### config.mk
export PLATFORM = sky130hd
export DESIGN_NAME = hazard_control
export DESIGN_NICKNAME = d
export VERILOG_FILES = /design/src/rtl/hazard_control.sv
export SDC_FILE = /design/constraint.sdc
export NUM_CORES = 1
export LEC_CHECK = 0
export CAP_MARGIN = 5
export CORE_MARGIN = 1
export CORE_UTILIZATION = 39
export CTS_BUF_LIST = sky130_fd_sc_hd__clkbuf_16
export DETAILED_ROUTE_END_ITERATION = 8
export GPL_TIMING_DRIVEN = 0
export SYNTH_ARGS = -nofsm -noshare
export SYNTH_HDL_FRONTEND = slang
export SYNTH_SLANG_ARGS = --single-unit
### constraint.sdc
create_clock -name clk -period 3.65 [get_ports clk]
set_input_delay 0.365 -clock clk [delete_from_list [all_inputs] [get_ports clk]]
set_output_delay 0.365 -clock clk [all_outputs]
set_load 0.01 [all_outputs]
### src/rtl/hazard_control.sv
// Pipeline sequencer for the 5-stage core: tracks EX/MEM/WB destinations and
// produces stall, bubble, flush, enable and EX forwarding controls.
module hazard_control #(
  parameter int unsigned CNT_W = 16
) (
  input  logic             clk,
  input  logic             rst,
  input  logic [4:0]       rs_addr,
  input  logic [4:0]       rt_addr,
  input  logic             uses_rs,
  input  logic             uses_rt,
  input  logic             is_branch,
  input  logic             jump,
  input  logic             id_rd_en,
  input  logic [4:0]       id_rd_addr,
  input  logic             id_load,
  input  logic             mem_busy,
  output logic             pc_en,
  output logic             if_id_en,
  output logic             if_id_flush,
  output logic             id_ex_bubble,
  output logic             pipe_en,
  output logic [1:0]       fwd_a_sel,
  output logic [1:0]       fwd_b_sel,
  output logic [CNT_W-1:0] stall_count
);

  typedef enum logic {ST_RUN, ST_FREEZE} state_t;

  state_t     state_q, state_d;

  logic       ex_rd_en_q, ex_load_q;
  logic [4:0] ex_rd_q, ex_rs_q, ex_rt_q;
  logic       mem_rd_en_q, mem_load_q;
  logic [4:0] mem_rd_q;
  logic       wb_rd_en_q;
  logic [4:0] wb_rd_q;

  logic [CNT_W-1:0] stall_count_q, stall_count_d;

  logic [4:0] id_rs_src, id_rt_src;
  logic       ex_hit, mem_hit;
  logic       load_use, br_ex, br_load, br_mem, stall;

  function automatic logic hit(input logic en, input logic [4:0] rd, input logic [4:0] src);
    return en && (rd != '0) && (rd == src);
  endfunction

  function automatic logic [1:0] fwd_sel(input logic [4:0] src,
                                         input logic m_en, input logic [4:0] m_rd,
                                         input logic m_load,
                                         input logic w_en, input logic [4:0] w_rd);
    if (hit(m_en, m_rd, src) && !m_load) return 2'b01;
    if (hit(w_en, w_rd, src))            return 2'b10;
    return 2'b00;
  endfunction

  // Unused sources are zeroed so they can never match (r0 never matches).
  assign id_rs_src = uses_rs ? rs_addr : '0;
  assign id_rt_src = uses_rt ? rt_addr : '0;

  assign ex_hit  = hit(ex_rd_en_q, ex_rd_q, id_rs_src) || hit(ex_rd_en_q, ex_rd_q, id_rt_src);
  assign mem_hit = hit(mem_rd_en_q, mem_rd_q, id_rs_src) || hit(mem_rd_en_q, mem_rd_q, id_rt_src);

  assign load_use = ex_load_q && ex_hit;
  assign br_ex    = is_branch && ex_hit && !ex_load_q;
  assign br_load  = is_branch && ex_hit && ex_load_q;
  assign br_mem   = is_branch && mem_hit && mem_load_q;
  assign stall    = load_use || br_ex || br_load || br_mem;

  always_comb begin
    pc_en        = 1'b1;
    if_id_en     = 1'b1;
    if_id_flush  = 1'b0;
    id_ex_bubble = 1'b0;
    pipe_en      = 1'b1;
    fwd_a_sel    = 2'b00;
    fwd_b_sel    = 2'b00;
    if (rst) begin
      pc_en        = 1'b0;
      if_id_en     = 1'b0;
      if_id_flush  = 1'b1;
      id_ex_bubble = 1'b1;
    end else begin
      fwd_a_sel = fwd_sel(ex_rs_q, mem_rd_en_q, mem_rd_q, mem_load_q, wb_rd_en_q, wb_rd_q);
      fwd_b_sel = fwd_sel(ex_rt_q, mem_rd_en_q, mem_rd_q, mem_load_q, wb_rd_en_q, wb_rd_q);
      if (mem_busy) begin
        pc_en    = 1'b0;
        if_id_en = 1'b0;
        pipe_en  = 1'b0;
      end else if (stall) begin
        pc_en        = 1'b0;
        if_id_en     = 1'b0;
        id_ex_bubble = 1'b1;
      end else begin
        if_id_flush = jump;
      end
    end
  end

  always_comb begin
    state_d       = mem_busy ? ST_FREEZE : ST_RUN;
    stall_count_d = stall_count_q;
    if (!pc_en && (stall_count_q != '1))
      stall_count_d = stall_count_q + CNT_W'(1);
  end

  always_ff @(posedge clk) begin
    if (rst) begin
      state_q       <= ST_RUN;
      stall_count_q <= '0;
      ex_rd_en_q    <= 1'b0;
      ex_load_q     <= 1'b0;
      ex_rd_q       <= '0;
      ex_rs_q       <= '0;
      ex_rt_q       <= '0;
      mem_rd_en_q   <= 1'b0;
      mem_load_q    <= 1'b0;
      mem_rd_q      <= '0;
      wb_rd_en_q    <= 1'b0;
      wb_rd_q       <= '0;
    end else begin
      state_q       <= state_d;
      stall_count_q <= stall_count_d;
      if (pipe_en) begin
        ex_rd_en_q  <= id_rd_en && !id_ex_bubble;
        ex_load_q   <= id_load && !id_ex_bubble;
        ex_rd_q     <= id_rd_addr;
        ex_rs_q     <= id_rs_src;
        ex_rt_q     <= id_rt_src;
        mem_rd_en_q <= ex_rd_en_q;
        mem_load_q  <= ex_load_q;
        mem_rd_q    <= ex_rd_q;
        wb_rd_en_q  <= mem_rd_en_q;
        wb_rd_q     <= mem_rd_q;
      end
    end
  end

  assign stall_count = stall_count_q;

  // FREEZE is only ever entered from a busy data memory on the previous cycle.
  a_freeze_src: assert property (@(posedge clk) disable iff (rst)
    (state_q == ST_FREEZE) |-> $past(mem_busy));

endmodule

# == Word-level counts from Yosys, hierarchy flattened ==
# Index checks and enable logic that the tools add are counted.
# W data, S select, Z words.
# word_totals
input_bits,24
elab_cells,88
ff_bits,46
# op_classes
n_reduce_logical,34
add_sub_neg,1
n_mux,33
eq_ne,9
# op_table
operator,count
$eq A5 B5 Y1,8
$logic_and A1 B1 Y1,22
$mux W1,21
$mux W2,10
$add A16 B1 Y16 const B,1
$ne A16 B16 Y1 const B,1
$reduce_bool A5 Y1,3
$mux W5,2
$logic_or A1 B1 Y1,5
$logic_not A1 Y1,4

# == Logic depth before layout (Yosys ltp) ==
# depth
depth_word,14
mapped_depth,9
mapped_depth_nobuf,7

# == Worst setup path after synthesis ==
# OpenSTA, ideal clock, no wires.
# synth_timing
path_type,reg-to-output
from,register mem_rd_q[1]
to,output port pc_en
path_stages_with_launch,7
arrival_ps,1937
slack_ps,1348
path_buffers,2
cell_sequence,dfxtp_1 > clkbuf_1 > or4_1 > o21ai_1 > a211oi_2 > nor4_1 > buf_4
# synth_via
elab_chain_cells,10
# synth_lines
element,line,text
"start, declared",35,logic [4:0] mem_rd_q;
"start signal, assigned",133,mem_rd_q <= ex_rd_q;
$reduce_bool A5 Y1,46,return en && (rd != '0) && (rd == src);
$logic_and A1 B1 Y1 (2 in series),46,
$logic_or A1 B1 Y1 (*),63,"assign mem_hit = hit(mem_rd_en_q, mem_rd_q, id_rs_src) || hit(mem_rd_en_q, mem_rd_q, id_rt_src);"
$logic_and A1 B1 Y1 (*) (2 in series),68,assign br_mem = is_branch && mem_hit && mem_load_q;
$logic_or A1 B1 Y1 (*),69,assign stall = load_use || br_ex || br_load || br_mem;
$mux W1 (*) (3 in series),n/a,
"end, declared",18,"output logic pc_en,"
# Every way passes the cells marked *; elsewhere a longest branch is shown, timed or not.

# == Worst setup path after layout ==
# layout_timing
from,input port uses_rs
to,output port if_id_flush
# layout_via
elab_chain_cells,12
# layout_lines
element,line,text
"start, declared",10,"input logic uses_rs,"
$mux W5 (*),59,assign id_rs_src = uses_rs ? rs_addr : '0;
$eq A5 B5 Y1,46,
$logic_and A1 B1 Y1,46,
$logic_or A1 B1 Y1,62,"assign ex_hit = hit(ex_rd_en_q, ex_rd_q, id_rs_src) || hit(ex_rd_en_q, ex_rd_q, id_rt_src);"
$logic_and A1 B1 Y1,"66, 67",
$logic_and A1 B1 Y1,66,assign br_ex = is_branch && ex_hit && !ex_load_q;
$logic_or A1 B1 Y1 (2 in series),69,
$logic_or A1 B1 Y1 (*),69,
$mux W1 (*),91,end else if (stall) begin
$mux W1 (*),87,if (mem_busy) begin
$mux W1 (*),79,if (rst) begin
"end, declared",20,"output logic if_id_flush,"
# Marks and branches as above.

==> summary.md <==
| Metric | Value |
|---|---|
| ANT cells | `0` |
| Result of the run | `complete, no violations` |
| Final Hold Fails | `0` |
| Min Tclk post-route | `roughly 3400 ps` |
| Buf/Inv on CP | `4` |
| Most common cell after layout, fill and taps aside | `nor2_1` |
| Leak | `approximately 1.4 nW` |
| I/O Pins | `49` |
| Post-synth cell types | `50` |
| Port bufs | `47` |
| P per Cell Area | `335.0 nW/um^2` |
| Fraction of registers with async set/reset | `0` |
| Die Span Y | `about 85 um` |
| Post-cts repair resize count | `0` |
| CP Launch Type | `primary input` |
| Setup Skew | `roughly 6.7 ps` |
| Initial antenna violation count | `0` |
| Clk buf depth | `2` |
| Fin Setup TNS | `0 ps` |
| Num CTS Buffers | `5` |
| Required time worst endpoint | `approximately 3300 ps` |
| 1st-iter DRT viols | `124` |
| Vias | `2474` |
| Global-route wire length before repair | `~12000 um` |
| Critical path cell sequence | `clkdlybuf4s50_1, buf_4, nand2_2, o32ai_1, a21oi_1, o32ai_1, nor3_2, buf_2, nand2_1, nand2_1, clkdlybuf4s50_1` |
| Top delay family on crit path | `buffers and inverters` |
| Hold Crit Class | `register to register` |
| Area delta synth->final | `26.06%` |
| DP HPWL | `about 5200 um` |
| Peak VDD IR | `around 0.00018 V` |
| DRC errors left | `0` |
| Rel. slew slack | `0.2637` |
| Yosys reg bits | `46` |
| Routability cong. | `just under 0.9` |
| Peak Freq | `~0.30 GHz` |
| Final hold slack | `approximately 530 ps` |
| Antenna Nets Post-Route | `0` |
| CP max-delay cell | `o32ai_1` |
| Filler cells | `~630` |
| Synth area leaders | `dfxtp_1, nor2_1, mux2i_1, xor2_1, mux2_2` |
| CTS tree | `done` |
| Grt ovf | `0` |
| Post-DP Area | `~3300 sq um` |
| Final WL | `about 7000 um` |
| Number of flops mapped to enable cells by yosys | `0` |
| Critical path class | `primary input to output pin` |
| Full die area | `~7300 sq um` |
| Mapped cell area | `about 2700 sq um` |
| Clock latency on the worst-skew pair | `280 ps` |
| Critical-path maximum fanout | `10` |
| Most frequent cells in the layout | `nor2_1, clkdlybuf4s50_1, dfxtp_1` |
| Power consumption | `between 1 and 1.5 mW` |
| Core region area | `approximately 6500 sq um` |
| Clk sinks | `46` |
| Max-cap violations | `0` |
| Top cell type's share of synthesized area | `0.3407` |
| Horiz. Die Dim | `between 80 and 90 um` |
| DRT Pass-1 Iters | `5` |
| Worst path max stage delay | `between 500 and 600 ps` |
| Rows | `29` |
| Post-CTS Setup Bufs | `0` |
| Hold buffers post-CTS | `0` |
| Drt via density | `approximately 5.3` |
| Total track usage | `0.2068` |
| Setup crit end kind | `output pin` |
| Reg-to-reg setup timing slack | `1000 ps` |
| Design area | `3407 sq um` |
| Vias in the first global route | `2418` |
| Share of cells above drive strength 1 | `0.08462` |
| Syn Inst Count | `between 300 and 400` |
| Average size of a mapped cell | `just over 8 sq um` |
| PnR worst setup slack | `about 280 ps` |
| Most used DFF post-synth | `dfxtp_1` |
| Setup violations, final | `0` |
| WL/cell | `14.93 um` |
| Final nets | `approximately 410` |
| CTS Root Cell | `clkbuf_16` |
| RSZ-0062 raised after global routing | `no` |
| # H-tree levels | `2` |
| Pins over their slew limit | `0` |
| Leading area contributor after synthesis | `dfxtp_1` |
| Yosys warns | `0` |
| Syn_nets | `360` |
| Place WS | `approximately 330 ps` |
| Reg clk slew, reported paths | `approximately 60 ps` |
| Initial Util | `0.4138` |
| Crit share post-route | `0.9228` |
| Register area share after synthesis | `0.3407` |
| Pin count of the biggest net entering global routing | `14` |
| Arrival @ worst endpoint | `3000 ps` |
| Worst Tran Pin Value | `1094 ps` |
-- Yosys cell counts, types with 3 or more instances --
library cell  count
o22ai_1           3
nor2b_1          12
mux2_2           10
dfxtp_1          46
inv_1             5
nand3_1          11
buf_2             6
o32ai_1           3
a21oi_1          14
clkbuf_1          8
mux2i_1          19
buf_1             4
nand2_1          26
nor3_1           10
nor4_1            7
a22oi_1           3
or4_1             3
and4_1            3
buf_4             3
o21ai_0           6
xnor2_1           8
xor2_1           21
nand4_1           4
a222oi_1          3
nor2_1           64
o21a_1            4
-- area by class of cell --
cell class              instances  area, sq um  share of cell area
plain buffers                  24        125.1             0.03672
inverters                       6        22.52            0.006610
well taps                      77        96.34             0.02828
multi-input cells             259         1634              0.4796
clock inverters                 3        12.51            0.003672
clock buffers                   5        125.1             0.03672
flip-flops and latches         46        920.9              0.2703
repair buffers                 47        470.5              0.1381
-- sequential cells by signal, indices dropped and copies added (netlist names) --
name / cells
wb_rd_en_q: 1
mem_rd_en_q: 1
ex_rt_q: 5
mem_rd_q: 5
wb_rd_q: 5
ex_rs_q: 5
stall_count: 16
ex_load_q: 1
ex_rd_en_q: 1
mem_load_q: 1
ex_rd_q: 5
-- metal layers --
| metal | track usage | vias to the layer above | part of all wire |
|---|---|---|---|
| met1 | 0.2979 | 1152 | 0.52 |
| li1 | - | 1275 | - |
| met4 | 0.04314 | 0 | 0.0046 |
| met3 | 0.03988 | 2 | 0.039 |
| met2 | 0.3204 | 45 | 0.44 |
| met5 | 0 | - | 0 |
-- worst paths after layout --
kind	startpoint	endpoint	cells after the start
worst max-delay path	uses_rs	if_id_flush	11
worst min-delay path	mem_rd_en_q	wb_rd_en_q	2
worst max register to register	mem_rd_q[4]	stall_count[6]	9
worst min register to register	mem_rd_en_q	wb_rd_en_q	2
-- tightest hold or removal path: stages (launching register included) --
cell	delay (ps)
dfxtp_1	350
mux2i_1	80
nor2_1	70
-- through the flow --
stage          utilization  instances
3_3_place_gp        0.5006        459
4_1_cts             0.5216        467
2_1_floorplan            -        335
3_5_place_dp        0.5006        459
6_report            0.5216        467
5_1_grt             0.5216        467
-- logic make-up (layout without fill, tap and decap cells) --
kind of cell	count (synthesis)	after routing	share of synthesized area
xor+xnor	29	29	0.09398
flops	46	46	0.3407
simple gates	152	152	0.2713
mux	29	29	0.1120
compound gates	48	48	0.1227
buf+inv	30	85	0.05463
fa+ha+maj	1	1	0.004629
-- report_power, final --
part	internal, mW	switching, mW	leakage [nW]
combinational	0.0837	0.0928	0.922
clock	0.248	0.186	0.0724
sequential	0.517	0.0143	0.374
Note: power is estimated with default switching activity, not from simulation.
